$ cat src/rtl/reg_wb_arbiter_pkg.sv
// Shared LC-3 writeback definitions: datapath widths, condition-code encodings, source ids.
// No logic; constants and types only.
// Imported by the writeback arbiter and its scoreboard.
package reg_wb_arbiter_pkg;

  localparam int LC3_DATA_W     = 16;
  localparam int LC3_REG_ADDR_W = 3;
  localparam int LC3_NUM_REGS   = 8;
  localparam int LC3_CNT_W      = 2;

  // One-hot {N,Z,P}; exactly one bit is ever set.
  localparam logic [2:0] CC_N = 3'b100;
  localparam logic [2:0] CC_Z = 3'b010;
  localparam logic [2:0] CC_P = 3'b001;

  // Writeback sources competing for the single regfile write port.
  typedef enum logic {
    SRC_ALU = 1'b0,
    SRC_MEM = 1'b1
  } src_e;

endpackage

$ cat src/rtl/reg_scoreboard.sv
// Per-register pending-write counters with issue admission, source busy flags and underflow flag.
// issue_ready/busy are combinational from current counts; counters update on the next edge.
// Issue is refused while the destination counter is saturated; a release never frees it early.
module reg_scoreboard
  import reg_wb_arbiter_pkg::*;
#(
  parameter int REG_ADDR_W = LC3_REG_ADDR_W,
  parameter int NUM_REGS   = LC3_NUM_REGS,
  parameter int CNT_W      = LC3_CNT_W
) (
  input  logic                  clk,
  input  logic                  rst_n,
  input  logic                  issue_valid_i,
  input  logic [REG_ADDR_W-1:0] issue_dr_i,
  output logic                  issue_ready_o,
  input  logic                  rel_vld_i,
  input  logic [REG_ADDR_W-1:0] rel_dr_i,
  input  logic [REG_ADDR_W-1:0] sr1_i,
  input  logic [REG_ADDR_W-1:0] sr2_i,
  output logic                  sr1_busy_o,
  output logic                  sr2_busy_o,
  output logic                  err_unres_o
);

  localparam logic [CNT_W-1:0] CNT_MAX = '1;

  logic [CNT_W-1:0] cnt_q [NUM_REGS];
  logic [CNT_W-1:0] cnt_d [NUM_REGS];
  logic             err_q, err_d;
  logic             issue_acc;

  // Admission and hazard flags look only at the counts as they stand this cycle.
  always_comb begin
    issue_ready_o = (cnt_q[issue_dr_i] != CNT_MAX);
    sr1_busy_o    = (cnt_q[sr1_i] != '0);
    sr2_busy_o    = (cnt_q[sr2_i] != '0);
    issue_acc     = issue_valid_i && issue_ready_o;
  end

  // Count reservations up and regfile writes down; simultaneous inc/dec cancel, zero floors.
  always_comb begin
    cnt_d = cnt_q;
    err_d = err_q | (rel_vld_i && (cnt_q[rel_dr_i] == '0));
    for (int i = 0; i < NUM_REGS; i++) begin
      if (issue_acc && (issue_dr_i == REG_ADDR_W'(i)) &&
          !(rel_vld_i && (rel_dr_i == REG_ADDR_W'(i)))) begin
        cnt_d[i] = cnt_q[i] + 1'b1;
      end else if (rel_vld_i && (rel_dr_i == REG_ADDR_W'(i)) &&
                   !(issue_acc && (issue_dr_i == REG_ADDR_W'(i))) &&
                   (cnt_q[i] != '0)) begin
        cnt_d[i] = cnt_q[i] - 1'b1;
      end
    end
  end

  // Counter array and sticky underflow flag.
  always_ff @(posedge clk or negedge rst_n) begin
    if (!rst_n) begin
      cnt_q <= '{default: '0};
      err_q <= 1'b0;
    end else begin
      cnt_q <= cnt_d;
      err_q <= err_d;
    end
  end

  assign err_unres_o = err_q;

endmodule

$ cat src/rtl/reg_wb_arbiter.sv
// Round-robin ALU/load writeback arbiter driving the LC-3 regfile port, plus NZP and scoreboard.
// Grant is combinational; regfile write appears one cycle after the transfer; NZP one cycle later.
// A source not granted sees ready low and holds its request; back-to-back grants write every cycle.
module reg_wb_arbiter
  import reg_wb_arbiter_pkg::*;
#(
  parameter int DATA_W     = LC3_DATA_W,
  parameter int REG_ADDR_W = LC3_REG_ADDR_W,
  parameter int NUM_REGS   = LC3_NUM_REGS,
  parameter int CNT_W      = LC3_CNT_W
) (
  input  logic                  clk,
  input  logic                  rst_n,
  input  logic                  issue_valid,
  input  logic [REG_ADDR_W-1:0] issue_dr,
  output logic                  issue_ready,
  input  logic [REG_ADDR_W-1:0] sr1,
  input  logic [REG_ADDR_W-1:0] sr2,
  output logic                  sr1_busy,
  output logic                  sr2_busy,
  input  logic                  alu_valid,
  input  logic [REG_ADDR_W-1:0] alu_dr,
  input  logic [DATA_W-1:0]     alu_data,
  output logic                  alu_ready,
  input  logic                  mem_valid,
  input  logic [REG_ADDR_W-1:0] mem_dr,
  input  logic [DATA_W-1:0]     mem_data,
  output logic                  mem_ready,
  output logic                  rf_we,
  output logic [REG_ADDR_W-1:0] rf_dr,
  output logic [DATA_W-1:0]     rf_data,
  output logic [2:0]            cc_nzp,
  output logic                  err_unres
);

  src_e                  last_grant_q, last_grant_d;
  logic                  rf_we_q, rf_we_d;
  logic [REG_ADDR_W-1:0] rf_dr_q, rf_dr_d;
  logic [DATA_W-1:0]     rf_data_q, rf_data_d;
  logic [2:0]            cc_q, cc_d;

  // Grant the lone requester, or on a tie the source that did not win last time.
  always_comb begin
    alu_ready    = alu_valid && (!mem_valid || (last_grant_q == SRC_MEM));
    mem_ready    = mem_valid && (!alu_valid || (last_grant_q == SRC_ALU));
    last_grant_d = last_grant_q;
    rf_we_d      = alu_ready || mem_ready;
    rf_dr_d      = rf_dr_q;
    rf_data_d    = rf_data_q;
    if (alu_ready) begin
      last_grant_d = SRC_ALU;
      rf_dr_d      = alu_dr;
      rf_data_d    = alu_data;
    end else if (mem_ready) begin
      last_grant_d = SRC_MEM;
      rf_dr_d      = mem_dr;
      rf_data_d    = mem_data;
    end
  end

  // Condition codes follow the value being written to the regfile this cycle.
  always_comb begin
    cc_d = cc_q;
    if (rf_we_q) begin
      if (rf_data_q[DATA_W-1])   cc_d = CC_N;
      else if (rf_data_q == '0)  cc_d = CC_Z;
      else                       cc_d = CC_P;
    end
  end

  // Output register stage, round-robin pointer and condition codes.
  always_ff @(posedge clk or negedge rst_n) begin
    if (!rst_n) begin
      last_grant_q <= SRC_MEM;
      rf_we_q      <= 1'b0;
      rf_dr_q      <= '0;
      rf_data_q    <= '0;
      cc_q         <= CC_Z;
    end else begin
      last_grant_q <= last_grant_d;
      rf_we_q      <= rf_we_d;
      rf_dr_q      <= rf_dr_d;
      rf_data_q    <= rf_data_d;
      cc_q         <= cc_d;
    end
  end

  assign rf_we   = rf_we_q;
  assign rf_dr   = rf_dr_q;
  assign rf_data = rf_data_q;
  assign cc_nzp  = cc_q;

  // Release a reservation on the same edge the regfile commits the write.
  reg_scoreboard #(
    .REG_ADDR_W (REG_ADDR_W),
    .NUM_REGS   (NUM_REGS),
    .CNT_W      (CNT_W)
  ) u_scoreboard (
    .clk           (clk),
    .rst_n         (rst_n),
    .issue_valid_i (issue_valid),
    .issue_dr_i    (issue_dr),
    .issue_ready_o (issue_ready),
    .rel_vld_i     (rf_we_q),
    .rel_dr_i      (rf_dr_q),
    .sr1_i         (sr1),
    .sr2_i         (sr2),
    .sr1_busy_o    (sr1_busy),
    .sr2_busy_o    (sr2_busy),
    .err_unres_o   (err_unres)
  );

endmodule
$ cat config.mk
export PLATFORM = sky130hd
export DESIGN_NAME = reg_wb_arbiter
export DESIGN_NICKNAME = d
export VERILOG_FILES = /design/src/rtl/reg_wb_arbiter_pkg.sv /design/src/rtl/reg_scoreboard.sv /design/src/rtl/reg_wb_arbiter.sv
export SDC_FILE = /design/constraint.sdc
export NUM_CORES = 1
export LEC_CHECK = 0
export BUFFER_PORTS_ARGS = -buffer_cell sky130_fd_sc_hd__buf_2
export CAP_MARGIN = 0
export CORE_UTILIZATION = 35
export DETAILED_ROUTE_END_ITERATION = 10
export PLACE_DENSITY = 0.65
export SLEW_MARGIN = 5
export SYNTH_ARGS = -nofsm -noshare
export SYNTH_HDL_FRONTEND = slang
export SYNTH_SLANG_ARGS = --single-unit
export TNS_END_PERCENT = 30
$ cat constraint.sdc
create_clock -name clk -period 1.7 [get_ports clk]
set_input_delay 0.17 -clock clk [delete_from_list [all_inputs] [get_ports clk]]
set_output_delay 0.17 -clock clk [all_outputs]
set_load 0.05 [all_outputs]
==> results of run 1 <==
## worst min path at each step
stage                   start               endpoint  slack, ps  depth (start not counted)
floorplan               rst_n              cc_nzp[0]       -130                          0
global placement        rst_n  u_scoreboard.cnt_q[6]        120                          1
detailed placement      rst_n  u_scoreboard.cnt_q[7]        110                          1
CTS                 mem_dr[0]               rf_dr[0]         80                          3
global route        mem_dr[0]               rf_dr[0]         90                          3
finish              mem_dr[0]               rf_dr[0]         80                          3
## cells by family (layout without fill, tap and decap cells)
logic type             count (synthesis)  after routing  synth area share, %
AND/OR/NAND/NOR                       82             82                 16.8
AO/OA/AOI/OAI                         73             73                 22.4
flip-flops                            41             41                 40.3
multiplexers                          31             31                 15.7
buffers and inverters                 23            127                 4.80
## Yosys cell counts, types with 2 or more instances
cell type / count
a2111oi_2: 4
a2111oi_4: 2
a211oi_1: 6
a211oi_2: 2
a21oi_1: 22
a311oi_1: 2
and2_1: 7
buf_2: 5
buf_6: 2
dfrtp_1: 39
dfstp_2: 2
inv_1: 13
mux2_2: 3
mux2i_1: 21
mux4_2: 7
nand2_1: 9
nand2b_1: 3
nand3_1: 3
nor2_1: 39
nor2b_4: 2
nor3_1: 2
nor4_1: 5
o2111a_1: 2
o21a_1: 8
o21ai_0: 6
o21ai_1: 11
o311a_1: 5
## worst max-delay path, stage by stage, from the launching register on
cell     delay [ps]
dfrtp_1         410
nor2_1          100
mux4_2          480
mux2i_1         150
buf_4           220
## layout make-up
class	count	area [sq um]
clock buffers	5	68.8
clock inverters	3	22.5
fillers	676	3550
inverters	14	52.6
multi-input cells	186	1440
flip-flops and latches	41	1030
well taps	96	120
repair buffers	105	618
## repair_timing
| action | CTS | global route |
|---|---|---|
| endpoints found under the setup margin | 3 | 11 |
| hold buffers | 1 | 0 |
| endpoints found under the hold margin | 14 | 0 |
| setup buffers | 12 | 4 |
| gates resized for setup | 11 | 4 |
| pin swaps | 2 | 0 |
## stage by stage
stage / instances / util (%) / cell area, sq um / hold slack, ps
detailed placement: 425 / 44.8 / 3090 / 115
global route: 450 / 48.6 / 3360 / 85.8
global placement: 425 / 44.8 / 3090 / 118
finish: 450 / 48.6 / 3360 / 83.9
floorplan: 250 / - / 2560 / -126
CTS: 446 / 47.9 / 3310 / 81.7
## sequential cells by signal, indices dropped and copies added, names as in the netlist
signal	cells
cc_nzp	3
last_grant_q	1
rf_data	16
rf_dr	3
rf_we	1
u_scoreboard.cnt_q	16
u_scoreboard.err_unres_o	1
## power by group
part	internal (mW)	total, mW	switching, mW
Clock	0.291	0.643	0.351
Combinational	0.860	1.95	1.09
Sequential	1.22	1.48	0.263
Total	2.37	4.07	1.70
## per-layer routing
layer / track usage, % / vias up / routed length (um)
li1: - / 1133 / -
met1: 22.7 / 1066 / 2750
met2: 27.8 / 80 / 2810
met3: 3.98 / 2 / 408
met4: 4.47 / 0 / 38
met5: 0 / - / 0
## cell usage in the layout, fill, tap and decap left out, types with 3 or more instances in the layout
master | synthesis | layout
buf_2 | 5 | 77
nor2_1 | 39 | 39
dfrtp_1 | 39 | 35
buf_4 | 1 | 24
mux2i_1 | 21 | 20
a21oi_1 | 22 | 20
inv_1 | 13 | 13
o21ai_1 | 11 | 10
nand2_1 | 9 | 8
o21a_1 | 8 | 8
mux4_2 | 7 | 7
a211oi_1 | 6 | 6
o21ai_0 | 6 | 6
and2_4 | 1 | 5
nor4_1 | 5 | 5
o311a_1 | 5 | 5
clkbuf_8 | 0 | 5
dfrtp_2 | 0 | 4
a2111oi_4 | 2 | 3
nand2b_1 | 3 | 3
a2111oi_2 | 4 | 3
and2_1 | 7 | 3
nand3_1 | 3 | 3
mux2_2 | 3 | 3
==> key figures, run 1 <==
Worst setup path
  • Worst r2r dst: u_scoreboard.cnt_q[4]
  • CP Capture Type: output port
  • Worst R2R Path Depth: 5
  • Startpoint Class: flop
  • Worst Setup SP: u_scoreboard.cnt_q[2]
  • Capture point of the worst path: sr2_busy
  • Reg-to-Reg Start: u_scoreboard.cnt_q[4]
  • Setup CP Type: reg2out
  • CP Data Required Time: 1530 ps
  • Peak fanout along the critical path: 5
  • Flop-to-flop setup slack: 130 ps
  • Worst Path Arrival: around 1600 ps

Placed design
  • RePlAce Congestion: approximately 0.8
  • Detail Placement HPWL: approximately 4600 um
  • Pre-CTS setup slack: 63.8 ps
  • IO Port Bufs: 80

Final layout
  • # diodes: 0
  • Share of cells above drive strength 1: 44.6%
  • Nets: 405
  • Synth-to-Final Area Change: 31.5%

Synthesis
  • Syn_nets: 302
  • Synth warn: 0
  • Post-synthesis sequential area ratio: 40.3%
  • Number of synthesized flops with an enable pin: 0
  • Post-synth top area cell: dfrtp_1
  • Async set-or-reset flop fraction in the synthesized netlist: 100%
  • Post-synth top area share: about two fifths
  • Post-Synthesis Cells: 250
  • Ys flop type: dfrtp_1
  • FF+latch count, synth: a little over 40
  • Synthesized area: between 2000 and 3000 sq um
  • Synth top area cells: dfrtp_1 38%, mux2i_1 8.2%, mux4_2 6.2%
  • Cell variety after synth: 45
  • Mean post-synth cell area: 10.2 sq um

Global routing
  • First-pass GRT wire length: 10100 um
  • GRT overflow: 0
  • Antenna violations before repair: 0
  • Pin count of the biggest net entering global routing: 33
  • Vias in the first global route: around 2200
  • Overall routing resource usage: 17.0%

Floorplanning
  • Initial Util: 37.0%
  • Core Area: 6910 sq um
  • Row count: 30
  • IO Count: 81
  • Die height: around 90 um
  • Die width: 87.4 um
  • Die ar.: 7640 sq um

Power
  • Power Dens Cells: 1210 nW/um^2
  • P_leak: 1.52 nW
  • Total chip power: 4.07 mW
  • Max rail drop VDD: 0.000645 V

Timing
  • Worst Setup Slack, final: -110 ps
  • Final hold vios: 0
  • Final setup skew: 8.42 ps
  • Final Max Slew Viols: 0
  • Final setup fails: 3
  • RSZ-0062 raised after global routing: true
  • Worst slew pin tran: around 430 ps
  • Slew HR: 71.0%
  • Post-route minimum period: 1810 ps
  • Fmax: 552 MHz
  • Final period util: 106%
  • Setup TNS: -321 ps

Clock tree
  • H-tree depth: 2
  • Num CTS Buffers: 5
  • Clock Root Buffer: clkbuf_8
  • CTS tree: done
  • Clock tree sinks: 41
  • Max Buffers Root-to-Sink: 2
  • Insertion delay to the later sink of the worst-skew pair: 290 ps
  • Clock Pin Slew Worst Setup and Hold Paths: ~90 ps

Route
  • Initial DRC count: around 130
  • Routed Antenna Nets: 0
  • 1st-pass router iterations: 4
  • WL/cell: ~13 um
  • DR DRC count: 0
  • Avg Vias per Cell: 5.07
  • Drt total wl: 6000 um
  • Vias: 2281

Outcome
  • Status: complete, but fails checks
  • Failing checks: setup timing

Run
  • Max-cap violation count: 0

Hold path
  • Hold crit path type: in2reg
Note: power is estimated with default switching activity, not from simulation.
==> run 2, diff against run 1 <==
MAX_ROUTING_LAYER = met4   (was not set)
REMOVE_ABC_BUFFERS = 1   (was not set)
==> run 2 against run 1 <==
Net effect:
- the run still ends with setup timing left
- cell area is 2.0% higher
- sequential share of layout area fell by 0.53 points
- worst setup slack worse by 8.2 ps
- highest routed layer unchanged
- worst hold slack better by 3.4 ps
- fmax fell by 0.45%
- critical path depth unchanged
==> key figures, run 2 (synthesis results as in run 1) <==
Outcome
  • Status: complete, but fails checks
  • Failing checks: setup timing

Clock tree
  • Max Buffers Root-to-Sink: 2
  • CTS tree: done
  • Clock Pin Slew Worst Setup and Hold Paths: 80 ps
  • Clock tree sinks: 41
  • H-tree depth: 2
  • Num CTS Buffers: 5
  • Clock Root Buffer: clkbuf_8
  • Insertion delay to the later sink of the worst-skew pair: 300 ps

Global routing
  • M2 GR Usage: 30.5%
  • GRT overflow: 0
  • First-pass GRT wire length: 10500 um
  • Antenna violations before repair: 0
  • Overall routing resource usage: 18.6%
  • Met3 usage: 3.32%
  • GR peak layer: met2
  • Met1 usage in global routing: 23.2%
  • Pin count of the biggest net entering global routing: 23
  • Vias in the first global route: 2299

Timing
  • Final setup skew: 5.74 ps
  • Final period util: 107%
  • RSZ-0062 raised after global routing: true
  • Final Max Slew Viols: 0
  • Final setup fails: 3
  • Slew HR: 65.0%
  • Worst slew pin tran: around 530 ps
  • Worst Setup Slack, final: -118 ps
  • Post-route minimum period: 1820 ps
  • Fmax: 550 MHz
  • Final hold vios: 0

Worst setup path
  • Setup CP Type: reg2out
  • Peak fanout along the critical path: 4
  • Worst R2R Path Depth: 5
  • CP Capture Type: output port
  • Startpoint Class: flop
  • Worst Path Arrival: between 1500 and 2000 ps
  • CP Data Required Time: approximately 1500 ps

Final layout
  • Nets: 408
  • Commonest non-fill, non-tap cell in the layout: buf_2
  • Synth-to-Final Area Change: 34.2%
  • Final Non-Filler Cells: about 450
  • Share of cells above drive strength 1: a little under half
  • Most frequent cells in the layout: 77 x buf_2, 35 x nor2_1, 33 x dfrtp_1, 25 x buf_4, 21 x mux2i_1
  • Finished Cell Area: 3430 sq um
  • Final core utilization: between 40 and 50%
  • # diodes: 0

Placed design
  • Detail Placement HPWL: 4840 um
  • Placed cell areas: between 3000 and 4000 sq um
  • Dpl cells: 433
  • RePlAce Congestion: about 0.77
  • IO Port Bufs: 80

Power
  • P_leak: 1.55 nW
  • Max rail drop VDD: 0.000474 V
  • Power Dens Cells: 1250 nW/um^2

Route
  • DR DRC count: 0
  • WL/cell: 14.1 um
  • Drt total wl: 6370 um
  • Routed Antenna Nets: 0
  • Vias: 2339
  • Initial DRC count: 87
  • Avg Vias per Cell: 5.16
  • 1st-pass router iterations: 4

Floorplanning
  • Row count: 30
  • IO Count: 81
  • Die height: roughly 87 um
  • Initial Util: 37.0%
  • Die ar.: 7640 sq um
  • Die width: approximately 87 um
  • Core Area: 6910 sq um

Hold path
  • Hold crit path type: in2reg
  • Min-Delay Path Depth: 3

Run
  • Max-cap violation count: 0
-- run 2: cell types whose count changed in the layout (fill, tap and decap cells not counted), sizes merged --
cell and delta:
bufinv +1, clkinvlp +1, buf +3, clkinv -3, clkbuf +1
-- run 2: layout make-up --
type | instances | area [sq um]
inverters | 14 | 52.6
multi-input cells | 186 | 1450
clock buffers | 6 | 82.6
repair buffers | 108 | 648
fillers | 701 | 3480
flip-flops and latches | 41 | 1040
well taps | 96 | 120
clock inverters | 2 | 37.5
-- run 2: what timing repair did --
action / CTS / global route
gates resized for setup: 17 / 7
gates cloned: 0 / 0
hold buffers: 1 / 0
pin swaps: 3 / 0
hold endpoints to repair: 19 / 0
endpoints found under the setup margin: 4 / 9
buffers inserted: 8 / 3
-- run 2: critical path: stages (launching register included) --
cell and delay (ps):
dfrtp_1 410, and2_4 170, mux4_2 460, a21oi_2 140, buf_6 170
-- run 2: path summary, 6_finish.rpt --
check / to / from / slack [ps]
setup / recovery: issue_ready / u_scoreboard.cnt_q[7] / -120
hold / removal: rf_data[15] / mem_data[15] / 90
setup reg to reg: u_scoreboard.err_unres_o / rf_dr[2] / 150
hold reg to reg: cc_nzp[2] / cc_nzp[2] / 520
max in group asynchronous: last_grant_q / rst_n / 680
min in group asynchronous: u_scoreboard.cnt_q[5] / rst_n / 380
-- run 2: report_power, final --
| group | leakage [nW] | internal (mW) | total [mW] | switching [mW] |
|---|---|---|---|---|
| clock network | 0.0574 | 0.477 | 0.820 | 0.343 |
| registers | 0.439 | 1.22 | 1.48 | 0.264 |
| logic | 1.06 | 0.888 | 2.00 | 1.11 |
-- run 2: routing by layer --
metal  up-vias  share of wire (%)
met5         -                  0
met4         0                1.2
met3         7                4.8
met2        85                 47
met1      1114                 47
li1       1133                  -
-- run 2: metrics by stage --
stage	setup slack [ps]	hold WS [ps]	TNS, ps	power [mW]
global placement	92.9	177	0	3.13
global route	-172	86.8	-487	4.56
detailed placement	50.2	179	0	3.18
floorplan	-1230	-126	-24840	2.63
finish	-118	87.3	-341	4.30
CTS	-135	78.5	-377	4.26
